<file path="src/rtl/fetch_pkg.sv">
// Shared definitions for the instruction fetch controller: widths, reset PC,
// FSM state encoding and the buffered fetch-entry layout.
package fetch_pkg;

  localparam int XLEN = 64;
  localparam int ILEN = 32;

  localparam logic [XLEN-1:0] DEFAULT_RESET_PC = 64'h0;

  typedef enum logic [1:0] {
    ST_IDLE  = 2'd0,
    ST_FETCH = 2'd1,
    ST_STALL = 2'd2,
    ST_ERROR = 2'd3
  } fetch_state_t;

  typedef struct packed {
    logic [XLEN-1:0] pc;
    logic [ILEN-1:0] insn;
  } fetch_entry_t;

endpackage

</file>
<file path="src/rtl/fetch_fifo.sv">
// Small synchronous FIFO with flush and same-cycle push+pop in any occupancy,
// including full-with-pop. The head reads as zero while empty.
module fetch_fifo #(
  parameter int WIDTH = 8,
  parameter int DEPTH = 2
) (
  input  logic             clk,
  input  logic             rst_n,
  input  logic             flush,
  input  logic             push,
  input  logic [WIDTH-1:0] push_data,
  input  logic             pop,
  output logic [WIDTH-1:0] head,
  output logic             full,
  output logic             empty,
  output logic             almost_full
);

  localparam int AW = $clog2(DEPTH);

  logic [WIDTH-1:0] mem [DEPTH];
  logic [AW-1:0]    wr_ptr;
  logic [AW-1:0]    rd_ptr;
  logic [AW:0]      count;
  logic             do_push;
  logic             do_pop;

  assign do_pop  = pop && !empty;
  assign do_push = push && (!full || do_pop);

  // NOTE: sequential state uses <= so every register samples pre-edge values.
  always_ff @(posedge clk or negedge rst_n) begin
    if (!rst_n) begin
      wr_ptr <= '0;
      rd_ptr <= '0;
      count  <= '0;
    end else if (flush) begin
      wr_ptr <= '0;
      rd_ptr <= '0;
      count  <= '0;
    end else begin
      if (do_push) wr_ptr <= wr_ptr + 1'b1;
      if (do_pop)  rd_ptr <= rd_ptr + 1'b1;
      count <= count + {{AW{1'b0}}, do_push} - {{AW{1'b0}}, do_pop};
    end
  end

  // NOTE: storage is not reset; the head is gated to zero while empty instead.
  always_ff @(posedge clk) begin
    if (do_push && !flush) mem[wr_ptr] <= push_data;
  end

  assign full        = (count == (AW+1)'(DEPTH));
  assign almost_full = (count == (AW+1)'(DEPTH - 1));
  assign empty       = (count == '0);
  assign head        = empty ? '0 : mem[rd_ptr];

endmodule

</file>
<file path="src/rtl/insn_fetch_ctrl.sv">
// Byte-serial instruction fetch: assembles little-endian 32-bit words from a
// byte-wide memory, buffers {pc, insn} for decode and honours redirects.
module insn_fetch_ctrl
  import fetch_pkg::*;
#(
  parameter logic [XLEN-1:0] RESET_PC   = DEFAULT_RESET_PC,
  parameter int              FIFO_DEPTH = 2
) (
  input  logic            clk,
  input  logic            rst_n,
  input  logic            fetch_en,
  input  logic            redirect_valid,
  input  logic [XLEN-1:0] redirect_pc,
  output logic            mem_en,
  output logic [XLEN-1:0] mem_addr,
  input  logic [7:0]      mem_rdata,
  output logic            insn_valid,
  output logic [ILEN-1:0] insn,
  output logic [XLEN-1:0] insn_pc,
  input  logic            insn_ready,
  output logic            fetch_err
);

  fetch_state_t state;
  fetch_state_t state_next;
  logic [XLEN-1:0] pc;
  logic [1:0]      byte_cnt;
  logic [23:0]     asm_lo;
  logic            pop;
  logic            push;
  logic            misaligned;
  logic            fifo_full;
  logic            fifo_empty;
  logic            fifo_almost_full;
  logic            full_after_push;
  fetch_entry_t    push_entry;
  fetch_entry_t    head_entry;

  assign pop             = insn_valid && insn_ready;
  assign push            = (state == ST_FETCH) && (byte_cnt == 2'd3) && !redirect_valid;
  assign misaligned      = (redirect_pc[1:0] != 2'b00);
  assign full_after_push = pop ? fifo_full : fifo_almost_full;

  // The top byte bypasses the assembly register and goes straight into the push.
  assign push_entry.pc   = pc;
  assign push_entry.insn = {mem_rdata, asm_lo};

  fetch_fifo #(
    .WIDTH ($bits(fetch_entry_t)),
    .DEPTH (FIFO_DEPTH)
  ) u_fifo (
    .clk         (clk),
    .rst_n       (rst_n),
    .flush       (redirect_valid),
    .push        (push),
    .push_data   (push_entry),
    .pop         (pop),
    .head        (head_entry),
    .full        (fifo_full),
    .empty       (fifo_empty),
    .almost_full (fifo_almost_full)
  );

  assign insn_valid = !fifo_empty;
  assign insn       = head_entry.insn;
  assign insn_pc    = head_entry.pc;

  always_ff @(posedge clk or negedge rst_n) begin
    if (!rst_n) state <= ST_IDLE;
    else        state <= state_next;
  end

  always_comb begin
    // NOTE: default first so every path assigns state_next and no latch forms.
    state_next = state;
    if (redirect_valid) begin
      state_next = misaligned ? ST_ERROR : (fetch_en ? ST_FETCH : ST_IDLE);
    end else begin
      case (state)
        ST_IDLE:  if (fetch_en) state_next = ST_FETCH;
        ST_FETCH: begin
          if (byte_cnt == 2'd3) begin
            if (full_after_push) state_next = ST_STALL;
            else if (!fetch_en)  state_next = ST_IDLE;
          end
        end
        ST_STALL: if (pop) state_next = fetch_en ? ST_FETCH : ST_IDLE;
        ST_ERROR: state_next = ST_ERROR;
        default:  state_next = ST_IDLE;
      endcase
    end
  end

  always_comb begin
    mem_en   = (state == ST_FETCH);
    mem_addr = mem_en ? pc + {{(XLEN-2){1'b0}}, byte_cnt} : pc;
  end

  always_ff @(posedge clk or negedge rst_n) begin
    if (!rst_n) begin
      pc        <= RESET_PC;
      byte_cnt  <= 2'd0;
      asm_lo    <= '0;
      fetch_err <= 1'b0;
    end else if (redirect_valid) begin
      pc        <= redirect_pc;
      byte_cnt  <= 2'd0;
      asm_lo    <= '0;
      fetch_err <= misaligned;
    end else if (state == ST_FETCH) begin
      case (byte_cnt)
        2'd0:    asm_lo[7:0]   <= mem_rdata;
        2'd1:    asm_lo[15:8]  <= mem_rdata;
        2'd2:    asm_lo[23:16] <= mem_rdata;
        default: asm_lo        <= '0;
      endcase
      if (byte_cnt == 2'd3) pc <= pc + 64'd4;
      byte_cnt <= byte_cnt + 2'd1;
    end
  end

endmodule

</file>
<file path="config.mk">
export PLATFORM = sky130hd
export DESIGN_NAME = insn_fetch_ctrl
export DESIGN_NICKNAME = d
export VERILOG_FILES = /design/src/rtl/fetch_pkg.sv /design/src/rtl/fetch_fifo.sv /design/src/rtl/insn_fetch_ctrl.sv
export SDC_FILE = /design/constraint.sdc
export NUM_CORES = 1
export LEC_CHECK = 0
export ABC_CLOCK_PERIOD_IN_PS = 11700
export CORE_MARGIN = 2
export CORE_UTILIZATION = 45
export CTS_CLUSTER_DIAMETER = 50
export DETAILED_ROUTE_END_ITERATION = 10
export DONT_BUFFER_PORTS = 1
export GPL_ROUTABILITY_DRIVEN = 0
export GPL_TIMING_DRIVEN = 0
export PLACE_DENSITY = 0.65
export REMOVE_ABC_BUFFERS = 1
export SETUP_SLACK_MARGIN = 0.4
export SYNTH_ARGS = -nofsm -noshare
export SYNTH_HDL_FRONTEND = slang
export SYNTH_HIERARCHICAL = 1
export SYNTH_SLANG_ARGS = --single-unit
</file>
<file path="constraint.sdc">
create_clock -name clk -period 11.7 [get_ports clk]
set_input_delay 2.34 -clock clk [delete_from_list [all_inputs] [get_ports clk]]
set_output_delay 2.34 -clock clk [all_outputs]
set_load 0.02 [all_outputs]
</file>
Word-level counts from Yosys, hierarchy flattened. Memory sizes are Yosys's and may differ from the RTL's. Cells that the tools add are included. W data, S select, Z words.

Input bits: 77. Flip-flop bits (word level): 97. Memories kept: 1. Output and inout bits: 163. RAM bits: 192.

Muxes and demuxes: 29. $add $sub $neg: 7. Reduce and logical (&&, ||, !) cells: 26. Equality and inequality tests: 15.

Memory list: u_fifo.mem (depth 2, bits a word 96, read ports 1, clocked after Yosys merged registers in 0, wr ports 1, RTL line fetch_fifo.sv:21) `logic [WIDTH-1:0] mem [DEPTH];`.

Operators with widths (count): $mux W64 (4); $mux W96 (1); $add A64 B2 Y64 (1); $add A64 B3 Y64 const B (1); $mux W24 (2); $pmux W8 S2 (3); $mux W2 (10); $eq A2 B2 Y1 const B (5); $reduce_bool A2 Y1 (5); $mux W1 (8); $pmux W2 S4 (1); $reduce_and A2 Y1 (4); $eq A2 B1 Y1 const B (3); $logic_and A1 B1 Y1 (6); $logic_not A2 Y1 (3); $ne A2 B1 Y1 const B (3); $ne A3 B3 Y1 const B (2); $reduce_or A2 Y1 (3); $ne A4 B3 Y1 const B (1); $reduce_and A4 Y1 (1); $logic_not A1 Y1 (3); $ne A3 B2 Y1 const B (1); $add A1 B1 Y1 const B (2); $add A2 B1 Y2 (1); other kinds (3) (3).

Longest topological paths before layout.
Word-level depth: 9. Mapped depth: 10. Depth with buffers taken out: 9.

By module. Netlist, hierarchy kept.

By module, submodules not included: fetch_fifo (seq. area each 5865.6 um2, times used 1, area each 7500.9 um2, cells each 432); insn_fetch_ctrl (seq. area each 2327.2 um2, times used 1, area each 6505.0 um2, cells each 784).

Worst setup path before layout. No wires, ideal clock.

Path kind: input to register. Start point: in redirect_valid. End point: mem u_fifo/mem[1][0] (netlist bit) (enable). Setup slack: 902 ps. Arrival time: 10110 ps. Stages on the path: 5. Library setup time: 688 ps. Buffers on the path: 2. Cells stage by stage: clkbuf_1 clkbuf_1 nor2_1 o21ai_2 nor3b_1.

Word-level cells in the longest chain between the ends: 6.

Ends and longest elaborated chain: from (decl) (RTL line insn_fetch_ctrl.sv:12) `input logic redirect_valid,`; $logic_not A1 Y1 (RTL line insn_fetch_ctrl.sv:40) `assign push = (state == ST_FETCH) && (byte_cnt == 2'd3) && !redirect_valid;`; $logic_and A1 B1 Y1 (RTL line insn_fetch_ctrl.sv:40); named net push (RTL line insn_fetch_ctrl.sv:30) `logic push;`; $logic_and A1 B1 Y1 (RTL line fetch_fifo.sv:29) `assign do_push = push && (!full || do_pop);`; $logic_and A1 B1 Y1 (RTL line fetch_fifo.sv:50) `if (do_push && !flush) mem[wr_ptr] <= push_data;`; $mux W1 (RTL line fetch_fifo.sv:50); $mux W1 (not written as such) (RTL line fetch_fifo.sv:50); to (decl) (RTL line fetch_fifo.sv:21).

The timed path passes the listed nets, and every way through them passes these cells.

Final worst setup path.
Start point: reg pc[9]. End point: out mem_addr[53].

Word-level cells in the longest chain between the ends: 2.

Ends and longest elaborated chain: from (decl) (RTL line insn_fetch_ctrl.sv:26) `logic [XLEN-1:0] pc;`; from (signal assigned) (RTL line insn_fetch_ctrl.sv:106) `pc <= redirect_pc;`; from (signal assigned) (RTL line insn_fetch_ctrl.sv:117) `if (byte_cnt == 2'd3) pc <= pc + 64'd4;`; $add A64 B2 Y64 (RTL line insn_fetch_ctrl.sv:96) `mem_addr = mem_en ? pc + {{(XLEN-2){1'b0}}, byte_cnt} : pc;`; $mux W64 (RTL line insn_fetch_ctrl.sv:96); to (decl) (RTL line insn_fetch_ctrl.sv:15) `output logic [XLEN-1:0] mem_addr,`.

No other way between the ends.

==> key figures <==
Outcome
  – Status: finished, final reports clean

Clock tree
  – H-Tree Depth: 2
  – Gates resized, CTS repair: 0
  – # clock sinks: slightly below 300
  – CTS tree: yes
  – Clock Latency Late Sink: 520 ps
  – Root buffer cell: clkbuf_16
  – CTS Buffer Depth: 3
  – TritonCTS Buffers: 36
  – Post-CTS setup buffer count: 0
  – Clk pin slew, worst setup/hold paths: roughly 60 ps
  – # hold bufs at CTS: 0

Global route
  – Busiest grt layer: met2
  – Wire length of the first global-routing pass: between 50000 and 60000 microns
  – Met3 Use GR: under 10%
  – Initial antenna violation count: 0
  – Grt met2 use: about a third
  – Vias in the first global route: 9135
  – Largest net degree at the start of global routing: 129
  – Total GRT Usage: 21.9%
  – Grt ovf: 0
  – Met1 usage: approximately 30%

Die
  – Placeable core area: 0.0306 sq mm
  – Io pins: 240
  – Row count: 64
  – Initial Util: between 40% and 50%
  – Die width: 180 microns
  – Die ar.: approximately 0.033 sq mm
  – Chip Height: 180 microns

Yosys
  – Number of synthesized flops with an enable pin: 192
  – Prevailing post-synth register cell: edfxtp_1
  – Yosys warns: 6
  – Synth Register Bits: between 200 and 300
  – Synthesized area per cell: 11.5 sq um
  – Ys async rst share: between 30% and 40%
  – Cell Area, Synth: around 0.014 sq mm
  – Netlist cell types: 57
  – Register area share after synthesis: 58.5%
  – Post-synthesis cell count: approximately 1200

Detailed routing
  – Antenna-violating nets left: 0
  – Routed wire length: 36500 microns
  – Routed vias: between 9000 and 10000
  – First-pass detailed-route iteration total: 5
  – DR iter-0 viols: 737
  – WL per Instance: roughly 22 microns
  – Vias per cell: 5.86
  – Residual DRC: 0

Pwr
  – Power, Total: between 2 and 2.5 mW
  – Seq pwr share: about 49%
  – Lkg Pwr: between 5 and 6 nW
  – NetSw: 0.589 mW
  – Combinational power share: ~5.5%
  – Clk pwr share: a little under half
  – Internal cell power: roughly 1.8 mW
  – Net Sw Frac: 24.5%
  – VDD IR max: between 0.1 and 0.15 mV
  – Power per cell area: 154 mW/mm^2

Final layout
  – Post-layout net count: 1290
  – Share of cells above drive strength 1: 9.59%
  – Antenna diode count: 0
  – Finished Layout Cells: about 1600
  – Synth-to-layout area growth: 11.6%

Hold path
  – Worst Hold Depth: 0
  – Hold Crit Class: register to register
  – Hold path startpoint: asm_lo[9]$_DFFE_PN0P_
  – Min-Delay Endpoint: u_fifo/mem[0][9]$_DFFE_PP_

Timing
  – Worst-margin pin slew: between 1000 and 1500 ps
  – Hold_ws: between 400 and 500 ps
  – Final setup violation count: 0
  – Layout Skew: roughly 16 ps
  – Fin crit share: a little over half
  – Max Slew Vio Count: 0
  – Final hold violations: 0
  – RSZ-0062 raised after global routing: false
  – Final critical-path required period: ~6300 ps
  – Rel. slew slack: 18.0%
  – Fmax: approximately 160 MHz

Worst setup path
  – Critical Path Start Type: register
  – FF-to-FF setup slack: approximately 8200 ps
  – CP Data Required Time: roughly 9400 ps
  – Worst EP arrival: between 3000 and 4000 ps
  – Setup CP Type: register to primary output
  – Critical path peak fanout: 15
  – CP Capture Type: primary output
  – Worst flop-to-flop path endpoint: u_fifo/mem[1][85]$_DFFE_PP_
  – R2R Path Start: byte_cnt[0]$_DFFE_PN0N_
  – Worst reg-to-reg path cell count: 8

Flow run
  – Max-Cap Viols: 0

Placed design
  – # port buffers: 0
  – Hpwl dp: approximately 26000 microns
  – Placed cells: roughly 1600
sequential cells by signal, indices dropped and copies added (netlist names):
signal         flops
asm_lo            24
fetch_err          1
u_fifo/count       2
u_fifo/rd_ptr      1
state              2
pc                64
byte_cnt           2
u_fifo/mem       192
u_fifo/wr_ptr      1
worst max-delay path by stage:
stage / start / endpoint / slack (ps) / cells after the start
2_1_floorplan: redirect_valid / u_fifo/mem[1][0]$_DFFE_PP_ / 1280 / 3
3_3_place_gp: redirect_valid / u_fifo/mem[1][73]$_DFFE_PP_ / -3530 / 3
3_5_place_dp: pc[2]$_DFFE_PN0P_ / mem_addr[62] / 5790 / 6
4_1_cts: pc[2]$_DFFE_PN0P_ / mem_addr[62] / 5220 / 6
5_1_grt: pc[9]$_DFFE_PN0P_ / mem_addr[53] / 5330 / 5
6_report: pc[9]$_DFFE_PN0P_ / mem_addr[53] / 5430 / 5
cell usage in the layout (no fill, tap or decap), types with 4 or more instances in the layout:
cell type	count
o21ai_0	68
nor3_2	4
nand2b_1	6
clkbuf_16	36
xor2_1	53
and4_1	6
or3_1	13
clkinv_2	5
a31oi_1	15
nor2b_1	17
nand3_1	37
nor4_2	7
ha_1	8
clkbuf_8	5
inv_1	13
nand4_2	4
nor4_1	16
nor3_1	21
a221o_1	6
dfrtp_1	96
a22oi_1	4
edfxtp_1	192
nand2_1	134
nand4_1	47
xnor2_1	46
clkbuf_1	4
mux2i_1	101
and3_1	7
o31ai_1	4
nor2_1	152
a22o_1	8
and2_1	8
buf_6	20
or4_1	9
per-stage QoR:
| step | cell area (sq um) | utilization (%) | setup TNS, ps | worst slack [ps] |
|---|---|---|---|---|
| floorplan | 13600 | - | 0 | 1280 |
| global placement | 14100 | 46.1 | -591490 | -3530 |
| detailed placement | 14400 | 47.2 | 0 | 5790 |
| CTS | 15600 | 51.1 | 0 | 5220 |
| global route | 15600 | 51.1 | 0 | 5330 |
| finish | 15600 | 51.1 | 0 | 5430 |
logic make-up (layout without fill, tap and decap cells):
kind of cell | count (synthesis) | in the layout | synth area share [%]
buf+inv | 90 | 105 | 3.31
simple gates | 508 | 508 | 18.6
mux | 105 | 105 | 7.54
fa+ha+maj | 9 | 9 | 0.858
compound gates | 116 | 116 | 5.01
xor+xnor | 99 | 99 | 6.19
flops | 289 | 289 | 58.5
synthesized netlist by cell type (all sizes together), types with 15 or more instances:
cell type | instances | area, sq um
inv | 15 | 56.3
nor2b | 17 | 106
clkbuf | 32 | 129
nor4 | 26 | 251
dfrtp | 97 | 2430
nor3 | 25 | 140
xor2 | 53 | 464
o21ai | 70 | 354
mux2i | 101 | 1010
nand2 | 134 | 503
a31oi | 15 | 93.8
xnor2 | 46 | 403
nand3 | 40 | 215
buf | 43 | 278
nand4 | 53 | 387
edfxtp | 192 | 5770
nor2 | 154 | 583
critical path, stage by stage (launching register included):
cell,delay [ps]
dfrtp_1,630
nand4_1,250
nor3_2,890
nand4_1,650
or3_1,550
xnor2_1,430
layout make-up:
| cell class | count | area (sq um) |
|---|---|---|
| fill | 2682 | 15000 |
| sequential | 289 | 8200 |
| multi-input combinational | 837 | 5370 |
| clock buffer | 45 | 985 |
| tap | 396 | 495 |
| timing repair buffer | 25 | 320 |
| clock inverter | 20 | 210 |
| inverter | 15 | 56.3 |
power by group through the flow:
stage          clock (mW)  sequential (mW)  combinational [mW]
6_report             1.09             1.19               0.132
5_1_grt              1.16             1.19               0.144
3_3_place_gp            0             1.20               0.129
2_1_floorplan           0             1.18               0.107
4_1_cts              1.12             1.18               0.133
3_5_place_dp            0             1.20               0.132
layer usage:
| metal | up-vias | part of all wire (%) |
|---|---|---|
| li1 | 4384 | - |
| met1 | 4695 | 42 |
| met2 | 392 | 45 |
| met3 | 68 | 8.9 |
| met4 | 0 | 3.5 |
| met5 | - | 0 |
Power figures use the tool's default switching activity.
